<file path="config.mk">
export PLATFORM = sky130hd
export DESIGN_NAME = ias_scan_ctrl
export DESIGN_NICKNAME = d
export VERILOG_FILES = /design/src/rtl/ias_pkg.sv /design/src/rtl/ias_scan_ctrl.sv
export SDC_FILE = /design/constraint.sdc
export NUM_CORES = 1
export LEC_CHECK = 0
export BUFFER_PORTS_ARGS = -buffer_cell sky130_fd_sc_hd__buf_2
export CORE_MARGIN = 3
export CORE_UTILIZATION = 37
export CTS_BUF_LIST = sky130_fd_sc_hd__clkbuf_4
export CTS_CLUSTER_DIAMETER = 100
export DETAILED_ROUTE_END_ITERATION = 10
export SLEW_MARGIN = 20
export SYNTH_ARGS = -nofsm -noshare
export SYNTH_HDL_FRONTEND = slang
export SYNTH_SLANG_ARGS = --single-unit
</file>
<file path="constraint.sdc">
create_clock -name clk -period 3.1 [get_ports clk]
set_clock_uncertainty 0.1 [all_clocks]
set_input_delay 0.775 -clock clk [delete_from_list [all_inputs] [get_ports clk]]
set_output_delay 0.775 -clock clk [all_outputs]
set_load 0.05 [all_outputs]
</file>
<file path="src/rtl/ias_pkg.sv">
// Shared definitions for the IAS scan controller and datapath: opcodes,
// controller state encoding and the default register width.
package ias_pkg;

  localparam int IAS_WIDTH = 32;

  localparam logic [1:0] OP_LOAD = 2'b00;
  localparam logic [1:0] OP_STEP = 2'b01;
  localparam logic [1:0] OP_DUMP = 2'b10;
  localparam logic [1:0] OP_SWAP = 2'b11;

  typedef enum logic [1:0] {
    ST_IDLE  = 2'd0,
    ST_EXEC  = 2'd1,
    ST_SHIFT = 2'd2,
    ST_RESP  = 2'd3
  } ias_state_e;

endpackage

</file>
<file path="src/rtl/ias_scan_ctrl.sv">
// Command sequencer for the IAS datapath: LOAD, STEP, DUMP (circular scan
// read) and SWAP (scan exchange), one command at a time, result on rsp_*.
module ias_scan_ctrl import ias_pkg::*; #(
  parameter int WIDTH = IAS_WIDTH
) (
  input  logic             clk,
  input  logic             reset,
  // Both ports: a transfer happens on a rising edge where valid && ready;
  // the sender holds valid and its payload stable until that edge.
  input  logic             cmd_valid,
  output logic             cmd_ready,
  input  logic [1:0]       cmd_op,
  input  logic [WIDTH-1:0] cmd_data,
  output logic             rsp_valid,
  input  logic             rsp_ready,
  output logic [WIDTH-1:0] rsp_data,
  output logic [WIDTH-1:0] dp_data_in,
  input  logic [WIDTH-1:0] dp_data_out,
  output logic             dp_reg_en,
  output logic             dp_reg_sel,
  output logic             dp_scan_ce,
  output logic             dp_sen,
  output logic             dp_sin,
  input  logic             dp_sout,
  output logic [1:0]       dbg_state
);

  localparam int CW = $clog2(WIDTH) + 1;

  ias_state_e       state_q, state_d;
  logic [1:0]       op_q, op_d;
  logic [WIDTH-1:0] data_q, data_d;
  logic [WIDTH-1:0] step_cnt_q, step_cnt_d;
  logic [CW-1:0]    shift_cnt_q, shift_cnt_d;
  logic [WIDTH-1:0] cap_q, cap_d;
  logic [WIDTH-1:0] sh_q, sh_d;
  logic [WIDTH-1:0] rsp_data_q, rsp_data_d;

  always_comb begin
    state_d     = state_q;
    op_d        = op_q;
    data_d      = data_q;
    step_cnt_d  = step_cnt_q;
    shift_cnt_d = shift_cnt_q;
    cap_d       = cap_q;
    sh_d        = sh_q;
    rsp_data_d  = rsp_data_q;
    cmd_ready   = 1'b0;
    rsp_valid   = 1'b0;
    dp_data_in  = '0;
    dp_reg_en   = 1'b0;
    dp_reg_sel  = 1'b0;
    dp_scan_ce  = 1'b0;
    dp_sen      = 1'b0;
    dp_sin      = 1'b0;

    case (state_q)
      ST_IDLE: begin
        cmd_ready = 1'b1;
        if (cmd_valid) begin
          op_d        = cmd_op;
          data_d      = cmd_data;
          step_cnt_d  = (cmd_op == OP_STEP) ? cmd_data : '0;
          sh_d        = (cmd_op == OP_SWAP) ? cmd_data : '0;
          shift_cnt_d = '0;
          cap_d       = '0;
          state_d     = (cmd_op == OP_LOAD || cmd_op == OP_STEP) ? ST_EXEC : ST_SHIFT;
        end
      end

      ST_EXEC: begin
        dp_data_in = data_q;
        if (op_q == OP_LOAD) begin
          dp_reg_en  = 1'b1;
          dp_reg_sel = 1'b1;
          rsp_data_d = data_q;
          state_d    = ST_RESP;
        end else if (step_cnt_q != '0) begin
          dp_reg_en  = 1'b1;
          step_cnt_d = step_cnt_q - WIDTH'(1);
        end else begin
          // All increments have landed; the register output is the result.
          rsp_data_d = dp_data_out;
          state_d    = ST_RESP;
        end
      end

      ST_SHIFT: begin
        dp_scan_ce = 1'b1;
        dp_sen     = 1'b1;
        dp_sin     = (op_q == OP_SWAP) ? sh_q[WIDTH-1] : dp_sout;
        cap_d      = {cap_q[WIDTH-2:0], dp_sout};
        sh_d       = sh_q << 1;
        if (shift_cnt_q == CW'(WIDTH - 1)) begin
          rsp_data_d = cap_d;
          state_d    = ST_RESP;
        end else begin
          shift_cnt_d = shift_cnt_q + CW'(1);
        end
      end

      ST_RESP: begin
        rsp_valid = 1'b1;
        if (rsp_ready) state_d = ST_IDLE;
      end

      default: state_d = ST_IDLE;
    endcase
  end

  always_ff @(posedge clk or negedge reset) begin
    if (!reset) begin
      state_q     <= ST_IDLE;
      op_q        <= OP_LOAD;
      data_q      <= '0;
      step_cnt_q  <= '0;
      shift_cnt_q <= '0;
      cap_q       <= '0;
      sh_q        <= '0;
      rsp_data_q  <= '0;
    end else begin
      state_q     <= state_d;
      op_q        <= op_d;
      data_q      <= data_d;
      step_cnt_q  <= step_cnt_d;
      shift_cnt_q <= shift_cnt_d;
      cap_q       <= cap_d;
      sh_q        <= sh_d;
      rsp_data_q  <= rsp_data_d;
    end
  end

  assign rsp_data  = rsp_data_q;
  assign dbg_state = state_q;

endmodule

</file>
# Word level (Yosys, flattened, before mapping)
# Index checks and enable logic that the tools add are counted.
word_totals:
  ff_bits: 169
  latch_bits: 0
  ramBits: 0
  rom_bits: 0
  inputBits: 71
  output_inout_bits: 73
  mem_count: 0
op_classes:
  n_addsub: 2
  multipliers: 0
  div: 0
  magnitude_cmp: 0
  eq_ne: 14
  shift: 0
  mux: 35
  n_bitwise: 0
  reduce_logical: 14
ops:
  columns: ["operator", "n"]
  rows:
  - ["$mux 32", 10]
  - ["$pmux 32 s2", 3]
  - ["$pmux 31 s2", 1]
  - ["$reduce_bool 32->1", 1]
  - ["$sub 32x1->32 const B", 1]
  - ["$mux 31", 1]
  - ["$mux 2", 6]
  - ["$mux 6", 2]
  - ["$ne 2x2->1 const B", 6]
  - ["$pmux 6 s2", 1]
  - ["$mux 1", 10]
  - ["$eq 2x2->1 const B", 4]
  - ["$pmux 2 s4", 1]
  - ["$reduce_and 4->1", 2]
  - ["$add 6x1->6 const B", 1]
  - ["$eq 6x5->1 const B", 1]
  - ["$logic_not 2->1", 3]
  - ["$reduce_and 3->1", 2]
  - ["$reduce_bool 2->1", 3]
  - ["$eq 2x1->1 const B", 2]
  - ["$reduce_and 2->1", 2]
  - ["$ne 3x3->1 const B", 1]
  - ["$logic_or 1x1->1", 1]

# Logic depth before layout (Yosys ltp)
# Gate-level depths: netlist of the first run.
depth:
  ltp_word: 5
  mapped_depth: 10

# Worst setup path after synthesis of the first run
# OpenSTA, ideal clock, no wires.
synth_path:
  path_kind: "register to output"
  from: "register state_q[1] (netlist: dbg_state[1])"
  to: "output port dp_sin"
  t_arrival_ns: 3.377
  required_time_ns: 2.225
  setup_slack_ns: -1.152
  path_stages_with_launch: 6
  path_cell_list: "dfrtp_1 > ha_1 > clkbuf_1 > buf_1 > buf_1 > a21boi_0"
synth_between:
  elab_chain_len: 2
synth_lines:
  columns: ["element", "line", "rtl"]
  rows:
  - ["from (decl)", "ias_scan_ctrl.sv:30", "ias_state_e state_q, state_d;"]
  - ["from (signal assigned)", "ias_scan_ctrl.sv:122", "state_q <= state_d;"]
  - ["$eq 2x2->1", "ias_scan_ctrl.sv:57", "case (state_q)"]
  - ["$mux 1", "ias_scan_ctrl.sv:57", null]
  - ["to (decl)", "ias_scan_ctrl.sv:23", "output logic dp_sin,"]
# Every way passes these cells.

# Final worst setup path of the first run
layout_path:
  from: "register step_cnt_q[27]"
  to: "output port dp_reg_en"
layout_between:
  elab_chain_len: 4
layout_lines:
  columns: ["element", "line", "rtl"]
  rows:
  - ["from (decl)", "ias_scan_ctrl.sv:33", "logic [WIDTH-1:0] step_cnt_q, step_cnt_d;"]
  - ["from (signal assigned)", "ias_scan_ctrl.sv:125", "step_cnt_q <= step_cnt_d;"]
  - ["$reduce_bool 32->1", "ias_scan_ctrl.sv:78", "end else if (step_cnt_q != '0) begin"]
  - ["$mux 1", "ias_scan_ctrl.sv:78", null]
  - ["$mux 1", "ias_scan_ctrl.sv:73", "if (op_q == OP_LOAD) begin"]
  - ["$mux 1", "ias_scan_ctrl.sv:57", null]
  - ["to (decl)", "ias_scan_ctrl.sv:19", "output logic dp_reg_en,"]
# Every way passes these cells.

==> flow_metrics.tcl, run 1 <==
set metrics [dict create \
    ys_ff_latch 169 \
    drc 0 \
    worst_pin_slew_ns 0.7143 \
    area_growth_pct 18.13 \
    groute.usage.overall_pct 18.91 \
    fmax_mhz 314.3 \
    path_max_fanout 5 \
    drive_gt1_share_pct 30.72 \
    power.density_nw_per_um2 1119 \
    ios 144 \
    crit_path_top_delay_cell "or4_1" \
    start_kind "register" \
    syn-instance-count 831 \
    core_um2 22230 \
    gp_congestion 0.8521 \
    hp-class "primary input to async pin" \
    violations "negative setup slack" \
    io_buffer_count 143 \
    htreeDepth 4 \
    clk_latency_ns 0.55 \
    cap_violations 0 \
    rows 54 \
    grt_pass1_wl_um 36850 \
    clock_path_buffers 2 \
    synth_edf_count 0 \
    synth_mux_area_share_pct 14.29 \
    async_flop_share_pct 100.0 \
    final_core_util_pct 45.22 \
    dr_total_vias 6886 \
    setup_ws_ns -0.08214 \
    yosys_warnings 0 \
    cts.sinks 169 \
    place_hpwl_um 17060 \
    mappedNetlistArea_um2 8509 \
    p_leak_nw 4.603 \
    r2r_slack_ns 0.39 \
    initial_core_util_pct 38.28 \
    netlist-cell-type-count 53 \
    avgSynthCellArea_um2 10.24 \
    grt_pass1_vias 6581 \
    holdWs_ns 0.03809 \
    layout_worst_path_cycle_share_pct 102.6 \
    wl_per_cell_um 18.64 \
    via_per_inst 5.448 \
    cp.arrival_ns 2.31 \
    die_h_um 157.7 \
    dp_slack_ns 0.2947 \
    crit_buf_inv 1 \
    crit_required_ns 2.22 \
    antenna_found_initial 2 \
    die_area_um2 24850 \
    path_cells "or4_1 > nor2_1 > and3_4 > a21oi_4 > buf_6" \
    final_hold_viol_count 0 \
    fin_crit_ns 3.182 \
    synth-compound-area-share_pct 17.19 \
    synthAdderAreaFrac_pct 0.8822 \
    crit_family "simple AND/OR/NAND/NOR gates" \
    ys_seq_area_share_pct 49.70 \
    synth_top_family_by_area "compound AO/OA/AOI/OAI gates" \
    grt-ovfl-total 0 \
    critPathKind "register to output port" \
    grt_max_degree 65 \
    routed_wl_um 23560 \
    cts_tree "done" \
    status "finished with violations" \
    max_stage_delay_ns 0.62 \
    ir_drop_v 0.0003858 \
    dieWidth_um 157.7 \
    cts_root_buffer "clkbuf_4" \
    firstDrtPassIters 5 \
    yosys_most_used_dff "dfrtp_1" \
    synth-simple-area-share_pct 13.98 \
    nNetsFinal 1048 \
    max-slew-margin-rel_pct 52.01 \
    rsz0062_at_grt "true" \
    syn-num-nets 908 \
    cts_buffers 17 \
    dr.first_iter.drc_count 460 \
    setup_viol 1 \
    cp-end-kind "output port" \
    clk_pin_slew_worst_paths_ns 0.15 \
    drtAntennaViolNets 0 \
    synth_xor_area_share_pct 0.4117 \
    slew_violations 0 \
]
sequential cells by signal, indices dropped and copies added (netlist names):
name / cells
shift_cnt_q: 6
op_q: 2
sh_q: 32
dbg_state: 2
step_cnt_q: 32
cap_q: 31
data_q: 32
rsp_data: 32
where the power goes:
| group | total, mW | switching, mW | internal [mW] |
|---|---|---|---|
| clock | 1.23 | 0.770 | 0.462 |
| sequential | 3.78 | 0.745 | 3.04 |
| combinational | 6.23 | 3.97 | 2.26 |
| total | 11.2 | 5.49 | 5.76 |
area by class of cell:
| class | instances | area (um^2) |
|---|---|---|
| diodes | 1 | 2.502 |
| clock inverters | 14 | 133.9 |
| inverters | 9 | 33.78 |
| multi-input cells | 589 | 4065 |
| repair buffers | 185 | 1107 |
| flip-flops and latches | 169 | 4232 |
| clock buffers | 17 | 127.6 |
| fillers | 2140 | 12180 |
| well taps | 280 | 350.3 |
repair_timing:
action / CTS / global route
resized for setup: 11 / 1
setup endpoints to repair: 3 / 35
pin swaps: 4 / 1
endpoints found under the hold margin: 0 / 0
setup buffers: 4 / 1
hold buffers: 0 / 0
gates cloned: 0 / 0
cells in the final DEF, fill, tap and decap left out, drive strengths merged, types with 5 or more instances in the layout:
cell	n
a31oi	5
nor4	10
inv	9
mux2	68
a21oi	30
clkbuf	17
a22o	30
and2	33
nor2	44
or4	6
nand2	96
a211oi	19
o211ai	6
a22oi	35
clkinv	8
dfrtp	169
nand3	15
ha	6
mux2i	45
buf	185
o21ai	82
nor3	12
nand4	8
worst paths after layout:
path,endpoint,cells after the start,from
worst max-delay path,dp_reg_en,5,step_cnt_q[27]$_DFFE_PN0P_
worst min-delay path,data_q[26]$_DFFE_PN0P_,1,reset
worst max register to register,step_cnt_q[22]$_DFFE_PN0P_,8,step_cnt_q[1]$_DFFE_PN0P_
worst min register to register,sh_q[12]$_DFFE_PN0P_,2,sh_q[12]$_DFFE_PN0P_
max in group asynchronous,data_q[9]$_DFFE_PN0P_,2,reset
min in group clk,data_q[27]$_DFFE_PN0P_,2,cmd_data[27]
metal layers:
| metal | share of wire (%) | GRT usage, % |
|---|---|---|
| met3 | 4.4 | 3.171 |
| met4 | 1.3 | 4.793 |
| met5 | 0.047 | 0 |
| met1 | 49 | 28.09 |
| met2 | 45 | 28.84 |
synth_stat cells (2+ instances only):
cell,instances,area share (%)
dfrtp_1,169,50
nand2_1,96,4.2
o21ai_0,82,4.8
mux2_2,67,8.9
clkbuf_1,53,2.3
mux2i_1,45,5.3
nor2_1,43,1.9
a22oi_1,35,3.1
and2_1,33,2.4
a21oi_1,30,1.8
a22o_1,30,3.1
a211oi_1,19,1.7
nand3_1,15,0.88
nor3_1,12,0.71
inv_1,9,0.40
nand4_1,8,0.59
nor4_1,8,0.59
buf_1,6,0.26
ha_1,6,0.88
o211ai_1,6,0.53
or4_1,6,0.53
a31oi_1,4,0.29
xor2_1,4,0.41
and3_1,3,0.22
buf_6,3,0.40
nor2b_1,3,0.22
o311ai_0,3,0.31
o31ai_1,3,0.26
or3_1,3,0.22
nand4b_1,2,0.21
nor4_4,2,0.50
or2_2,2,0.15
kinds of logic after synthesis:
logic type               after synthesis
multiplexers                         113
XOR/XNOR                               4
flip-flops                           169
AO/OA/AOI/OAI                        224
AND/OR/NAND/NOR                      242
buffers and inverters                 73
adder cells (fa/ha/maj)                6
metrics by stage:
| stage | TNS [ns] | instances | cell area [um^2] | power (mW) |
|---|---|---|---|---|
| 4_1_cts | -0.1183 | 1262 | 10020 | 11.27 |
| 5_1_grt | -0.2118 | 1264 | 10050 | 12.02 |
| 2_1_floorplan | 0 | 831 | 8536 | 8.288 |
| 3_3_place_gp | 0 | 1227 | 9688 | 9.857 |
| 3_5_place_dp | 0 | 1227 | 9688 | 9.963 |
| 6_report | -0.08214 | 1264 | 10050 | 11.24 |
Note: power is estimated with default switching activity, not from simulation.
==> inputs of run 2 (changes only) <==
- CORE_MARGIN: 3 -> 5
- CTS_BUF_LIST: sky130_fd_sc_hd__clkbuf_4 -> sky130_fd_sc_hd__clkbuf_16
- SKIP_CTS_REPAIR_TIMING: unset -> 1
==> run 2 against run 1 <==
The run now ends clean. Routed wire length is 1.3% higher. Worst setup slack better by 0.12 ns. Flip-flop and latch count stayed put.
==> flow_metrics.tcl, run 2 (synthesis gave the netlist of run 1 again) <==
set metrics [dict create \
    max_stage_delay_ns 0.49 \
    ios 144 \
    start_kind "register" \
    pwr-share-seq_pct 31.0 \
    fmax_mhz 326.4 \
    wl_per_cell_um 18.88 \
    dr_total_vias 6885 \
    switching_share_pct 45.98 \
    cp-end-kind "output port" \
    rows 55 \
    cts_tree "done" \
    drc 0 \
    place_hpwl_um 17230 \
    grt_pass1_vias 6861 \
    reg2reg_from "step_cnt_q[1]$_DFFE_PN0P_" \
    status "finished clean" \
    initial_core_util_pct 37.58 \
    hp-class "primary input to async pin" \
    clock_path_buffers 2 \
    fin_crit_ns 3.064 \
    ir_drop_v 0.0003796 \
    final_common_cell "dfrtp_1" \
    cellInternalPower_mw 6.614 \
    grt_pass1_wl_um 38490 \
    path_cells "inv_1 > ha_2 > or4b_4 > nor4_4 > and3_4 > a21oi_2 > buf_6" \
    grt_max_degree 78 \
    clk_latency_ns 0.43 \
    gp_congestion 0.8451 \
    p_sw_mw 5.629 \
    core_um2 22640 \
    grt_util_met2_pct 28.83 \
    dieWidth_um 161.7 \
    final_hold_viol_count 0 \
    p_leak_nw 4.743 \
    crit_family "simple AND/OR/NAND/NOR gates" \
    final_core_util_pct 45.76 \
    crit_required_ns 2.22 \
    layout_worst_path_cycle_share_pct 98.83 \
    met3_usage_pct 4.009 \
    critPathLaunch "step_cnt_q[1]$_DFFE_PN0P_" \
    routed_wl_um 23860 \
    nNetsFinal 1044 \
    worst_pin_slew_ns 0.7423 \
    die_h_um 161.7 \
    area_growth_pct 21.75 \
    antenna_found_initial 1 \
    rsz0062_at_grt "true" \
    use_met1_pct 26.24 \
    drtAntennaViolNets 0 \
    crit_path_top_delay_cell "or4b_4" \
    firstDrtPassIters 5 \
    setup_ws_ns 0.03615 \
    io_buffer_count 143 \
    critPathKind "register to output port" \
    cts.sinks 169 \
    clk_pin_slew_worst_paths_ns 0.07 \
    die_area_um2 26130 \
    slew_violations 0 \
    cap_violations 0 \
    final_cell_mix "dfrtp_1 (167), buf_2 (141), nand2_1 (96)" \
    groute.usage.overall_pct 18.35 \
    dp_slack_ns 0.2774 \
    grt-busiest-layer "met2" \
    p_clk_share_pct 18.5 \
    drive_gt1_share_pct 30.64 \
    crit_buf_inv 2 \
    via_per_inst 5.447 \
    cts_buffers 17 \
    path_max_fanout 3 \
    cts_root_buffer "clkbuf_16" \
    power.density_nw_per_um2 1182 \
    cp.arrival_ns 2.19 \
    power_frac_comb_pct 50.5 \
    grt-ovfl-total 0 \
    setup_viol 0 \
    max-slew-margin-rel_pct 50.51 \
    htreeDepth 4 \
    n_antenna_cell 0 \
    dr.first_iter.drc_count 583 \
]
==> run 2: changes by cell type in the layout (fill, tap and decap cells not counted), sizes merged <==
cell,before,now
buf,185,181
bufinv,2,4
clkinv,8,4
clkinvlp,4,3
diode,1,0
inv,9,12
==> run 2: worst paths after layout <==
| check | slack, ns | endpoint | cells past startpoint |
|---|---|---|---|
| setup / recovery | 0.04 | dp_reg_en | 7 |
| hold / removal | 0.26 | sh_q[5]$_DFFE_PN0P_ | 1 |
| setup reg to reg | 0.38 | step_cnt_q[22]$_DFFE_PN0P_ | 8 |
| hold reg to reg | 0.38 | sh_q[12]$_DFFE_PN0P_ | 2 |
| max in group asynchronous | 1.83 | step_cnt_q[17]$_DFFE_PN0P_ | 2 |
| min in group clk | 0.38 | sh_q[12]$_DFFE_PN0P_ | 2 |
==> run 2: metal layers <==
layer  wire, um  share of wire (%)
met5         11              0.046
met4        268                1.1
met3       1103                4.6
met2      10970                 46
met1      11500                 48
==> run 2: final cells by class <==
| type | count | area (um^2) |
|---|---|---|
| multi-input cells | 589 | 4053 |
| well taps | 285 | 356.6 |
| flip-flops and latches | 169 | 4232 |
| inverters | 9 | 33.78 |
| clock inverters | 14 | 196.4 |
| fillers | 2102 | 12280 |
| repair buffers | 181 | 1064 |
| clock buffers | 17 | 425.4 |
==> run 2: per-stage QoR <==
stage / cell area (um^2) / cells / power, mW / hold WS (ns) / TNS, ns
2_1_floorplan: 8536 / 831 / 8.288 / 0.3505 / 0
6_report: 10360 / 1264 / 12.24 / 0.2640 / 0
3_5_place_dp: 9672 / 1229 / 9.985 / 0.3717 / 0
4_1_cts: 10290 / 1260 / 12.27 / 0.3039 / -0.1944
3_3_place_gp: 9672 / 1229 / 9.869 / 0.3627 / 0
5_1_grt: 10360 / 1264 / 13.01 / 0.3394 / -0.04021
==> run 2: worst reg2reg max path, cell delays in order, from the launching register on <==
cell and delay, ns:
dfrtp_1 0.40, inv_1 0.07, ha_2 0.19, or4b_4 0.49, buf_4 0.17, or4_1 0.56
nor4b_1 0.38, a31oi_1 0.13, o311a_1 0.13
==> run 2: power by group through the flow <==
stage	combinational, mW	clock (mW)	sequential (mW)
after CTS	6.18	2.32	3.78
after global routing	6.70	2.40	3.90
after global placement	6.08	0	3.78
final	6.18	2.27	3.79
after floorplan	4.00	0	4.29
after detailed placement	6.17	0	3.81
